**src/rtl/sprite_sched_pkg.sv**
```systemverilog
// Shared types and default sizes for the per-scanline sprite scheduler.
package sprite_sched_pkg;

  localparam int DEF_N_SPR = 8;
  localparam int DEF_SLOTS = 4;
  localparam int DEF_CORDW = 16;

  typedef enum logic {
    IDLE = 1'b0,
    SCAN = 1'b1
  } sched_state_t;

  // One object table entry: enable, signed top line, scaled height in lines.
  typedef struct packed {
    logic                        en;
    logic signed [DEF_CORDW-1:0] y;
    logic        [DEF_CORDW-1:0] h;
  } obj_t;

endpackage

```
**src/rtl/spr_line_hit.sv**
```systemverilog
// Combinational test of whether one sprite covers a given screen line.
// Shared with the collision logic, so it stays free of any scan state.
module spr_line_hit
  import sprite_sched_pkg::*;
(
  input  obj_t                        i_obj,
  input  logic signed [DEF_CORDW:0]   i_line_y,
  output logic                        o_hit
);

  logic signed [DEF_CORDW:0] top;
  logic signed [DEF_CORDW:0] bot;

  // Extend by one bit so y + h never overflows for legal tables; h is a count, so zero-extend it.
  assign top   = {i_obj.y[DEF_CORDW-1], i_obj.y};
  assign bot   = top + $signed({1'b0, i_obj.h});
  assign o_hit = i_obj.en && (i_line_y >= top) && (i_line_y < bot);

endmodule

```
**src/rtl/sprite_line_sched.sv**
```systemverilog
// Per-scanline sprite scheduler: on each start-of-line pulse it walks the
// object table one entry per cycle and publishes up to SLOTS sprite ids that
// intersect the next line, lowest id first.
// Optional feature: define SPRITE_SCHED_OVF_CNT_EN to count overflowed lines per frame.
module sprite_line_sched
  import sprite_sched_pkg::*;
#(
  parameter  int N_SPR = DEF_N_SPR,
  parameter  int SLOTS = DEF_SLOTS,
  localparam int CORDW = DEF_CORDW,
  localparam int IDW   = $clog2(N_SPR)
) (
  input  logic                    i_clk_pix,
  input  logic                    i_rst_n,
  input  logic                    i_frame,
  input  logic                    i_line,
  input  logic signed [CORDW-1:0] i_sy,
  input  logic                    i_wr_en,
  input  logic [IDW-1:0]          i_wr_id,
  input  logic                    i_wr_en_obj,
  input  logic signed [CORDW-1:0] i_wr_y,
  input  logic [CORDW-1:0]        i_wr_h,
  output logic                    o_busy,
  output logic                    o_done,
  output logic [SLOTS-1:0]        o_slot_vld,
  output logic [SLOTS*IDW-1:0]    o_slot_id,
  output logic                    o_overflow,
  output logic [7:0]              o_ovf_cnt
);

  localparam int CNTW = $clog2(SLOTS + 1);

  obj_t                    tbl [N_SPR];
  sched_state_t            state_q, state_d;
  logic [IDW-1:0]          idx_q;
  logic [CNTW-1:0]         cnt_q, cnt_d;
  logic [SLOTS*IDW-1:0]    slots_q, slots_d;
  logic                    wovf_q, wovf_d;
  logic signed [CORDW:0]   tgt_q, tgt_next;
  logic [SLOTS-1:0]        vld_d;
  logic                    hit_raw, hit, start, last;

  // Object table: writes land at the edge, so an entry tested this cycle sees its old value.
  always_ff @(posedge i_clk_pix) begin
    if (!i_rst_n) begin
      for (int i = 0; i < N_SPR; i++) tbl[i] <= '0;
    end else if (i_wr_en) begin
      tbl[i_wr_id] <= '{en: i_wr_en_obj, y: i_wr_y, h: i_wr_h};
    end
  end

  assign tgt_next = {i_sy[CORDW-1], i_sy} + {{CORDW{1'b0}}, 1'b1};

  spr_line_hit u_hit (
    .i_obj    (tbl[idx_q]),
    .i_line_y (tgt_q),
    .o_hit    (hit_raw)
  );

  assign hit    = (state_q == SCAN) && hit_raw;
  assign o_busy = (state_q == SCAN);

  // State register.
  always_ff @(posedge i_clk_pix) begin
    if (!i_rst_n) state_q <= IDLE;
    else          state_q <= state_d;
  end

  // Next state: a line pulse is only accepted while idle; the scan ends after the last entry.
  always_comb begin
    state_d = state_q;
    start   = 1'b0;
    last    = 1'b0;
    case (state_q)
      IDLE: begin
        if (i_line) begin
          start   = 1'b1;
          state_d = SCAN;
        end
      end
      SCAN: begin
        if (idx_q == IDW'(N_SPR - 1)) begin
          last    = 1'b1;
          state_d = IDLE;
        end
      end
      default: state_d = IDLE;
    endcase
  end

  // Work list update for the entry under test, plus its thermometer valid mask.
  always_comb begin
    cnt_d   = cnt_q;
    slots_d = slots_q;
    wovf_d  = wovf_q;
    vld_d   = '0;
    if (hit) begin
      if (cnt_q < CNTW'(SLOTS)) begin
        for (int k = 0; k < SLOTS; k++) begin
          if (CNTW'(k) == cnt_q) slots_d[k*IDW +: IDW] = idx_q;
        end
        cnt_d = cnt_q + CNTW'(1);
      end else begin
        wovf_d = 1'b1;
      end
    end
    for (int k = 0; k < SLOTS; k++) vld_d[k] = (CNTW'(k) < cnt_d);
  end

  // Scan datapath: latch the target line on launch, then step through the table.
  always_ff @(posedge i_clk_pix) begin
    if (!i_rst_n) begin
      tgt_q   <= '0;
      idx_q   <= '0;
      cnt_q   <= '0;
      slots_q <= '0;
      wovf_q  <= 1'b0;
    end else if (start) begin
      tgt_q   <= tgt_next;
      idx_q   <= '0;
      cnt_q   <= '0;
      slots_q <= '0;
      wovf_q  <= 1'b0;
    end else if (state_q == SCAN) begin
      idx_q   <= idx_q + IDW'(1);
      cnt_q   <= cnt_d;
      slots_q <= slots_d;
      wovf_q  <= wovf_d;
    end
  end

  // Published slot list: updated once per scan together with the done pulse, held otherwise.
  always_ff @(posedge i_clk_pix) begin
    if (!i_rst_n) begin
      o_done     <= 1'b0;
      o_slot_vld <= '0;
      o_slot_id  <= '0;
      o_overflow <= 1'b0;
    end else begin
      o_done <= last;
      if (last) begin
        o_slot_vld <= vld_d;
        o_slot_id  <= slots_d;
        o_overflow <= wovf_d;
      end
    end
  end

`ifdef SPRITE_SCHED_OVF_CNT_EN
  logic [7:0] ovf_cnt_q;

  // Saturating count of overflowed lines; the frame pulse wins over a coincident increment.
  always_ff @(posedge i_clk_pix) begin
    if (!i_rst_n)                                       ovf_cnt_q <= 8'd0;
    else if (i_frame)                                   ovf_cnt_q <= 8'd0;
    else if (o_done && o_overflow && ovf_cnt_q != 8'hFF) ovf_cnt_q <= ovf_cnt_q + 8'd1;
  end

  assign o_ovf_cnt = ovf_cnt_q;
`else
  logic unused_frame;
  assign unused_frame = i_frame;
  assign o_ovf_cnt    = 8'd0;
`endif

endmodule

```
**config.mk**
```make
export PLATFORM = sky130hd
export DESIGN_NAME = sprite_line_sched
export DESIGN_NICKNAME = d
export VERILOG_FILES = /design/src/rtl/sprite_sched_pkg.sv /design/src/rtl/spr_line_hit.sv /design/src/rtl/sprite_line_sched.sv
export SDC_FILE = /design/constraint.sdc
export NUM_CORES = 1
export LEC_CHECK = 0
export CAP_MARGIN = 30
export CORE_AREA = 2 2 215 217
export CTS_CLUSTER_DIAMETER = 40
export DETAILED_ROUTE_END_ITERATION = 8
export DIE_AREA = 0 0 217 219
export GPL_ROUTABILITY_DRIVEN = 0
export HOLD_SLACK_MARGIN = 0.03
export PLACE_DENSITY = 0.56
export SLEW_MARGIN = 20
export SYNTH_ARGS = -nofsm -noshare
export SYNTH_HDL_FRONTEND = slang
export SYNTH_SLANG_ARGS = --single-unit
```
**constraint.sdc**
```tcl
create_clock -name i_clk_pix -period 17.1 [get_ports i_clk_pix]
set_input_delay 1.71 -clock i_clk_pix [delete_from_list [all_inputs] [get_ports i_clk_pix]]
set_output_delay 1.71 -clock i_clk_pix [all_outputs]
set_load 0.05 [all_outputs]
```
==> out/metrics.cfg <==
[timing]
rsz0062_at_grt=no
hold_viol_final=0
slew_headroom=0.360
finalMaxSlewViolations=0
worst_pin_slew_ns=0.957
setup_viol=0
min_period_ns=7.22
whs_ns=0.484
finalSetupTns_ns=0
max_freq_mhz=139
timing.final.crit_share=0.422
fin_skew_ns=0.0312
fin_ws_ns=9.88

[yosys]
synth_cell_types=57
async_flop_share=0
syn_area_um2=15700
synth_top_area_cell=edfxtp_1
postSynth.topFlopCell=edfxtp_1
yosysMostFrequentCell=and2_1
synth_edf_count=264
yosys_warnings=0
ys_ff_latch=322
seq_area_frac_synth=0.580
avgSynthCellArea_um2=13.4
synthCells=1170
synth_top_area_frac=0.506
synth_commonest_cells=266 x and2_1, 264 x edfxtp_1, 66 x mux4_2
yosys-top-cells-area=edfxtp_1 51%, and2_1 11%, mux4_2 9.5%

[setup_path]
endpoint_kind=flip-flop
crit_buf_inv=1
crit_chain=buf_4 -> mux4_2 -> mux2_2 -> ha_1 -> fa_1 -> a211oi_1 -> o21ai_0 -> nand4_1 -> nand3_1 -> a31o_2 -> a21oi_1 -> xnor2_1 -> ha_1 -> a21o_1 -> a2111oi_0 -> o221ai_1 -> nor3_2 -> and4b_1 -> mux2_4 -> o221a_1
max_stage_delay_ns=0.79
cp_top_family=compound AO/OA/AOI/OAI gates
worstPathMaxFanout=35
slowest_stage=dfxtp_4
start_kind=flip-flop
worstSetupPathType=reg -> reg
critPathArrivalTime_ns=7.69
cp.required_ns=17.57
cpMostUsedCell=ha_1

[floorplanning]
rows=78
fp.dieArea_um2=47500
die_y_um=219
ios=84
die_x_um=217
initial_core_util=0.348
core_um2=45100

[global_routing]
busiest_layer=met2
use_met1=0.232
track_usage=0.166
grt_pass1_wl_um=59100
grt_pass1_vias=9777
met3_usage=0.0381
use_met2=0.261
grt_overflow=0
grt_start_max_net_pins=48
antenna_found_initial=3

[pwr]
intPower_uw=1600
p_sw_uw=522
power_frac_comb=0.112
p_clk_frac=0.459
seq_power_share=0.429
power.share.switching=0.246
power_leakage_uw=0.00684
ir_worst_vdd_uv=68.2
pwr_density_cell_nw_per_um2=112

[drt]
routed_wirelength_um=38300
drc_errors=0
ant_nets=0
wl_per_cell_um=20.2
via_per_inst=4.97
num_vias=9431
first_pass_iters=5
drt-initial-drc-count=722

[hold_path]
min_path_type=reg -> reg

[clock_network]
post-cts-setup-buffers=0
cts_buffers=49
tritoncts=done
htree_levels=2
clockBufferDepth=3
cts.sinks=322
worstSkewPairLatency_ns=0.59
cts_hold_buf=0
clk_pin_slew_ns=0.05
cts_resized=0
cts_root_buffer=clkbuf_16

[place]
dp_hpwl_um=22800
io_buffer_count=74
dp_slack_ns=9.81

[job]
max-cap-violations=0

[status]
status=complete, no violations

[layout]
syn_to_final_growth_pct=20.8
layout.nets=1370
drive_gt1_frac=0.164

metrics by stage:
stage	utilization	std cells	power, uW	instance area, um2
after global placement	0.380	1798	1160	17100
final	0.420	1898	2120	18900
after CTS	0.417	1892	2140	18800
after floorplan	-	1177	1080	15700
after global routing	0.420	1897	2210	18900
after detailed placement	0.381	1800	1160	17200
worst min-delay path, delay by kind of cell, from the launching register on:
kind	cells	cell delay, ns
DFF	1	0.31
AOI/OAI and AO/OA	1	0.06
and+or+nand+nor	1	0.07
power by group through the flow:
stage / clock network [uW] / registers, uW / logic (uW)
after floorplan: 0 / 919 / 164
after global placement: 0 / 924 / 234
after detailed placement: 0 / 926 / 238
after CTS: 995 / 911 / 239
after global routing: 1030 / 915 / 266
final: 974 / 910 / 238
layout by cell type (no fill, tap or decap), drive strengths merged, types with 3 or more instances in the layout:
| master | instances |
|---|---|
| clkdlybuf4s50 | 73 |
| buf | 23 |
| nor3 | 14 |
| conb | 8 |
| inv | 37 |
| o211ai | 3 |
| nor2 | 32 |
| dfxtp | 58 |
| nand3 | 30 |
| bufinv | 3 |
| clkinv | 18 |
| edfxtp | 264 |
| nand2b | 6 |
| nand2 | 38 |
| mux2i | 18 |
| a21boi | 3 |
| or3 | 7 |
| o21ai | 46 |
| mux2 | 19 |
| o221ai | 3 |
| mux4 | 66 |
| a211oi | 4 |
| nand4 | 3 |
| and2 | 266 |
| ha | 56 |
| a41oi | 3 |
| clkinvlp | 9 |
| a2111oi | 3 |
| a31oi | 16 |
| a21o | 6 |
| xnor2 | 11 |
| clkbuf | 61 |
| nor2b | 4 |
| xor2 | 14 |
| o211a | 15 |
| and3 | 8 |
| a21oi | 28 |
path summary, 6_finish.rpt:
check	startpoint	endpoint	slack [ns]	cells after the start
setup reg to reg	flip-flop	o_slot_vld[1]	9.88	20
hold / removal	wovf_q	wovf_q	0.48	2
setup / recovery	flip-flop	o_slot_vld[1]	9.88	20
hold reg to reg	wovf_q	wovf_q	0.48	2
cell type report:
cell class              count  area [um2]
diodes                      1        2.50
multi-input cells         751        6310
fillers                  4189       26100
clock buffers              61        1340
clock inverters            31         295
inverters                  36         135
repair buffers             96        1020
flip-flops and latches    322        9090
well taps                 600         751
state kept, by name, summed over array words and instances (netlist names), named ones only:
name        flops
o_done          1
slots_q        12
tbl           264
o_slot_vld      4
o_overflow      1
o_busy          1
idx_q           3
tgt_q          17
cnt_q           3
wovf_q          1
o_slot_id      12
routing by layer:
metal / vias up / part of all wire
li1: 4491 / -
met1: 4683 / 0.47
met2: 202 / 0.45
met3: 51 / 0.053
met4: 4 / 0.018
met5: - / 0.00070
cells by family (layout without fill, tap and decap cells):
logic type	Yosys count	count (layout)	share of synthesized area
XOR/XNOR	25	25	0.0140
flip-flops	322	322	0.580
other	1	9	0.000239
buffers and inverters	104	224	0.0281
adder cells (fa/ha/maj)	57	57	0.0460
AND/OR/NAND/NOR	413	413	0.151
multiplexers	103	103	0.120
AO/OA/AOI/OAI	145	145	0.0607
No activity file was read; power rests on OpenSTA's default activity.
==> patch 1 (config.mk and constraints unchanged) <==
Change the package constant `DEF_SLOTS` from 4 to 8.
--- a/src/rtl/sprite_sched_pkg.sv
+++ b/src/rtl/sprite_sched_pkg.sv
@@ -2,7 +2,7 @@
 package sprite_sched_pkg;
 
   localparam int DEF_N_SPR = 8;
-  localparam int DEF_SLOTS = 4;
+  localparam int DEF_SLOTS = 8;
   localparam int DEF_CORDW = 16;
 
   typedef enum logic {
Interface: changed (resized o_slot_id and o_slot_vld); port bits go from 84 to 100. No check against the original RTL was run, so the function may have changed too.
==> patch 1 against the original RTL <==
Critical endpoint is now o_slot_id[21]$_SDFFE_PN0P_. Sequential share of layout area fell by 0.15 points. Total power rose by 9.1%. Worst setup slack lost 0.31 ns. Synthesized cell count is 8.6% higher. Area after synthesis increased by 6.6%. Cell area is 6.7% higher. Wire length is 6.0% higher. Sequential cell count grew 29. Critical path type unchanged.
==> patch 1: results (changes against the original RTL) <==
Status
  • Status: completed (unchanged)

Logic synthesis
  • Compound-gate portion of the synthesized area: 5.85% (was 6.07%)
  • Sequential area share after synthesis: 57.8% (was 58.0%)
  • Post-synth cell types: 56 (was 57)
  • Adder-Cell Fraction of Synth Area: 4.31% (was 4.60%)
  • List of most frequent post-synthesis cells: and2_1, edfxtp_1, dfxtp_1 (was and2_1, edfxtp_1, mux4_2)

Timing
  • Fmax: 133 MHz (was 139 MHz)
  • Hold_ws: 0.469 ns (was 0.484 ns)

Final layout
  • Nets: 1476 (was 1370)
  • Nonclk inv count: 32 (was 36)
  • Buffers excl. clock: 112 (was 96)
  • # clk buffers: 66 (was 61)
  • Fill cell count: 4098 (was 4189)
  • Fraction of layout cells with a size suffix above 1: 15.8% (was 16.4%)
  • Area of the multi-input gates: 6700 µm² (was 6310 µm²)

Placement
  • Pre-CTS setup slack: 9.47 ns (was 9.81 ns)
  • Port bufs: 90 (was 74)
  • Hpwl dp: 24300 µm (was 22800 µm)
  • Placed instance area: 18400 µm² (was 17200 µm²)

Detailed routing
  • Vias/cell: 5.06 (was 4.97)
  • Initial DRC Count: 689 (was 722)

Critical path
  • Stages on worst setup path: 22 (was 20)
  • RR Endpoint: o_slot_id[21]$_SDFFE_PN0P_ (was o_slot_vld[1]$_SDFFE_PN0P_)
  • CP max FO: 37 (was 35)

Global routing
  • Total routing usage reported by global routing: 17.4% (was 16.6%)
  • GRT met2 Usage: 27.9% (was 26.1%)
  • Initial antenna violation count: 2 (was 3)
  • M3 GR Usage: 3.48% (was 3.81%)

Power
  • Internal: 1.74 mW (was 1.60 mW)
  • Gate power share: 10.5% (was 11.2%)
  • Leakage Power: 7.15 nW (was 6.84 nW)

Clock network
  • CTS buffer count: 54 (was 49)
## patch 1: cell types whose count changed after synthesis, sizes merged, moves of 11 or more
cell | unedited run | this run
a211oi | 4 | 23
a21oi | 28 | 47
a31oi | 16 | 4
buf | 22 | 33
dfxtp | 58 | 87
mux2i | 18 | 46
nor2 | 32 | 74
o211a | 15 | 0
## patch 1: worst register-to-register path: stages (launching register included)
cell and delay [ns]:
dfxtp_4 0.77, buf_4 0.76, mux4_2 0.61, mux2_2 0.29, ha_1 0.23, fa_1 0.44
a211oi_1 0.33, o21ai_1 0.12, o2111ai_1 0.12, nand3_1 0.15, o41a_1 0.40, a41oi_1 0.33
nand3_1 0.12, o211ai_1 0.15, ha_1 0.29, nand4_1 0.15, nor2_1 0.07, a211oi_2 0.35
nand3_2 0.16, a211oi_2 0.73, and3_1 0.37, mux2i_1 0.35, a21oi_1 0.11
==> patch 2 (config.mk and constraints unchanged) <==
Without the edit above. Register the output `o_slot_id` once more, with the module's reset; this adds one clock of latency there. The other outputs are not delayed to match.
--- a/src/rtl/sprite_line_sched.sv
+++ b/src/rtl/sprite_line_sched.sv
@@ -29,6 +29,8 @@
 );
 
   localparam int CNTW = $clog2(SLOTS + 1);
+
+  logic [SLOTS*IDW-1:0] o_slot_id_s0;
 
   obj_t                    tbl [N_SPR];
   sched_state_t            state_q, state_d;
@@ -134,13 +136,13 @@
     if (!i_rst_n) begin
       o_done     <= 1'b0;
       o_slot_vld <= '0;
-      o_slot_id  <= '0;
+      o_slot_id_s0 <= '0;
       o_overflow <= 1'b0;
     end else begin
       o_done <= last;
       if (last) begin
         o_slot_vld <= vld_d;
-        o_slot_id  <= slots_d;
+        o_slot_id_s0 <= slots_d;
         o_overflow <= wovf_d;
       end
     end
@@ -163,5 +165,13 @@
   assign o_ovf_cnt    = 8'd0;
 `endif
 
+  always_ff @(posedge i_clk_pix) begin
+    if (!i_rst_n) begin
+      o_slot_id <= '0;
+    end else begin
+      o_slot_id <= o_slot_id_s0;
+    end
+  end
+
 endmodule
 
Behaviour: not the same (a bounded check fails within 10 cycles, from zero or initial values and one cycle with i_rst_n low).
==> patch 2 against the original RTL <==
Sequential cell count up 12. Sequential power grew 3.2%. Non-clock buffer count unchanged. Global-route usage up 0.33 points. Largest cell class unchanged. Wire length rose by 2.0%. Total power is 4.6% higher. Die area unchanged. Clock skew is 0.014 ns lower. Area after synthesis grew 2.0%. Cell area up 2.1%. Hold slack worse by 0.038 ns. Worst setup slack lost 0.054 ns. Combinational power grew 3%. Clock power increased by 7%.
==> patch 2: results (changes against the original RTL) <==
Logic synthesis
  • Post-synth cell types: 51 (was 57)
  • Ys Warns: 0 (unchanged)
  • Synth top area cells: edfxtp_1, and2_1, mux4_2, dfxtp_1, ha_1 (unchanged)
  • Async S/R FF share, synth: 0% (unchanged)
  • List of most frequent post-synthesis cells: and2_1, edfxtp_1, dfxtp_1 (was and2_1, edfxtp_1, mux4_2)
  • Synth Flop Type: edfxtp_1 (unchanged)
  • Sequential area share after synthesis: 58.3% (was 58.0%)

Critical path
  • Kind of critical path: flip-flop to flip-flop (unchanged)
  • RR Endpoint: o_slot_id_s0[10]$_SDFFE_PN0P_ (was o_slot_vld[1]$_SDFFE_PN0P_)
  • CP max FO: 37 (was 35)
  • Worst EP arrival: 7.74 ns (was 7.69 ns)
  • R2r worst-path depth: 20 (unchanged)
  • R2R Setup Slk: 9.83 ns (was 9.88 ns)
  • Worst path max stage delay: 0.75 ns (was 0.79 ns)
  • CP max stage cell: dfxtp_4 (unchanged)

Worst hold path
  • Hold Crit Depth: 1 (was 2)
  • Worst hold path type: flip-flop to flip-flop (unchanged)
  • Hold Crit Start: o_slot_id_s0[3]$_SDFFE_PN0P_ (was wovf_q$_SDFFE_PP0P_)

Clock network
  • H-tree depth: 2 (unchanged)
  • Post-CTS Resized: 0 (unchanged)
  • Clock latency on the worst-skew pair: 0.58 ns
  • Root Buffer: clkbuf_16 (unchanged)
  • # Post-CTS Setup Buffers: 0 (unchanged)
  • CTS buffer count: 53 (was 49)

Timing
  • Worst Clk Skew: 0.0169 ns (was 0.0312 ns)
  • Worst relative slew slack: 35.5% (was 36.0%)
  • Hold_ws: 0.446 ns (was 0.484 ns)

Detailed routing
  • DRT Wirelength: 39100 µm (was 38300 µm)
  • Initial DRC Count: 617 (was 722)
  • Vias/cell: 4.94 (was 4.97)
  • First drt pass iteration count: 5 (unchanged)

Global routing
  • First-pass GRT wire length: 60100 µm (was 59100 µm)
  • Largest net degree at the start of global routing: 45 (was 48)
  • Initial antenna violation count: 2 (was 3)
  • Vias in the first global route: 10000 (was 9777)
  • Total routing usage reported by global routing: 17.0% (was 16.6%)

Final layout
  • Fill cell count: 4208 (was 4189)
  • Antenna cells: 0 (was 1)
  • Fraction of layout cells with a size suffix above 1: 16.7% (was 16.4%)
  • Biggest registers after layout: tbl (264), tgt_q (17) (unchanged)
  • Nets: 1393 (was 1370)

Placement
  • Port bufs: 74 (unchanged)
  • Hpwl dp: 23500 µm (was 22800 µm)

Status
  • Status: completed (unchanged)

Power
  • Peak supply drop: 0.0713 mV (was 0.0682 mV)
  • Leakage Power: 6.83 nW (was 6.84 nW)
[patch 2: cell count changes in the layout (fill, tap and decap cells not counted), moves of 12 or more]
cell     delta
mux2i_1    +12
o211a_1    -15
a31oi_1    -16
nor2_1     +26
dfxtp_1    +12
and2_1     +15
a21oi_1    +16
nand3_1    -19
[patch 2: final cells by class]
cell class	instances	area, µm²	area share, %
Sequential cell	334	9340	48.3
Multi-Input combinational cell	762	6420	33.2
Clock buffer	65	1450	7.47
Timing Repair Buffer	96	986	5.10
Tap cell	600	751	3.88
Clock inverter	31	283	1.46
Inverter	32	120	0.621
[patch 2: power by group]
| group | internal (mW) | switching (mW) |
|---|---|---|
| Sequential | 0.921 | 0.0177 |
| Clock | 0.647 | 0.388 |
| Combinational | 0.103 | 0.141 |
| Total | 1.67 | 0.547 |
[patch 2: kinds of logic after synthesis]
logic type,synth area share (%)
buf+inv,2.51
mux,12.6
simple gates,15.1
fa+ha+maj,4.50
flops,58.3
xor+xnor,1.42
compound gates,5.52
other cells,0.0234
[patch 2: stage by stage]
| step | std cells | area, µm² | setup WS (ns) |
|---|---|---|---|
| after detailed placement | 1819 | 17500 | 9.81 |
| after global routing | 1920 | 19300 | 9.37 |
| final | 1920 | 19300 | 9.83 |
| after global placement | 1817 | 17500 | 9.87 |
| after floorplan | 1193 | 16000 | 11.27 |
| after CTS | 1915 | 19200 | 9.75 |
[patch 2: how the worst min path moves through the flow]
stage,to
6_report,o_slot_id[3]$_SDFF_PN0_
4_1_cts,o_slot_id[2]$_SDFF_PN0_
5_1_grt,o_slot_id[1]$_SDFF_PN0_
2_1_floorplan,wovf_q$_SDFFE_PP0P_
3_3_place_gp,o_slot_id[3]$_SDFF_PN0_
3_5_place_dp,o_slot_id[3]$_SDFF_PN0_
[patch 2: critical path, delay by kind of cell, from the launching register on]
kind | cells | cell delay, ns
AOI/OAI and AO/OA | 9 | 2.60
muxes | 3 | 1.28
adders and majority gates | 3 | 0.92
and+or+nand+nor | 4 | 0.81
DFF | 1 | 0.75
buffers and inverters | 1 | 0.74
[patch 2: routing by layer]
| metal | track usage (%) | wire [µm] | share of wire, % |
|---|---|---|---|
| met1 | 22.5 | 17600 | 45 |
| met2 | 27.7 | 18400 | 47 |
| met3 | 3.28 | 1980 | 5.1 |
| met4 | 6.16 | 1110 | 2.8 |
| met5 | 0 | 22 | 0.056 |
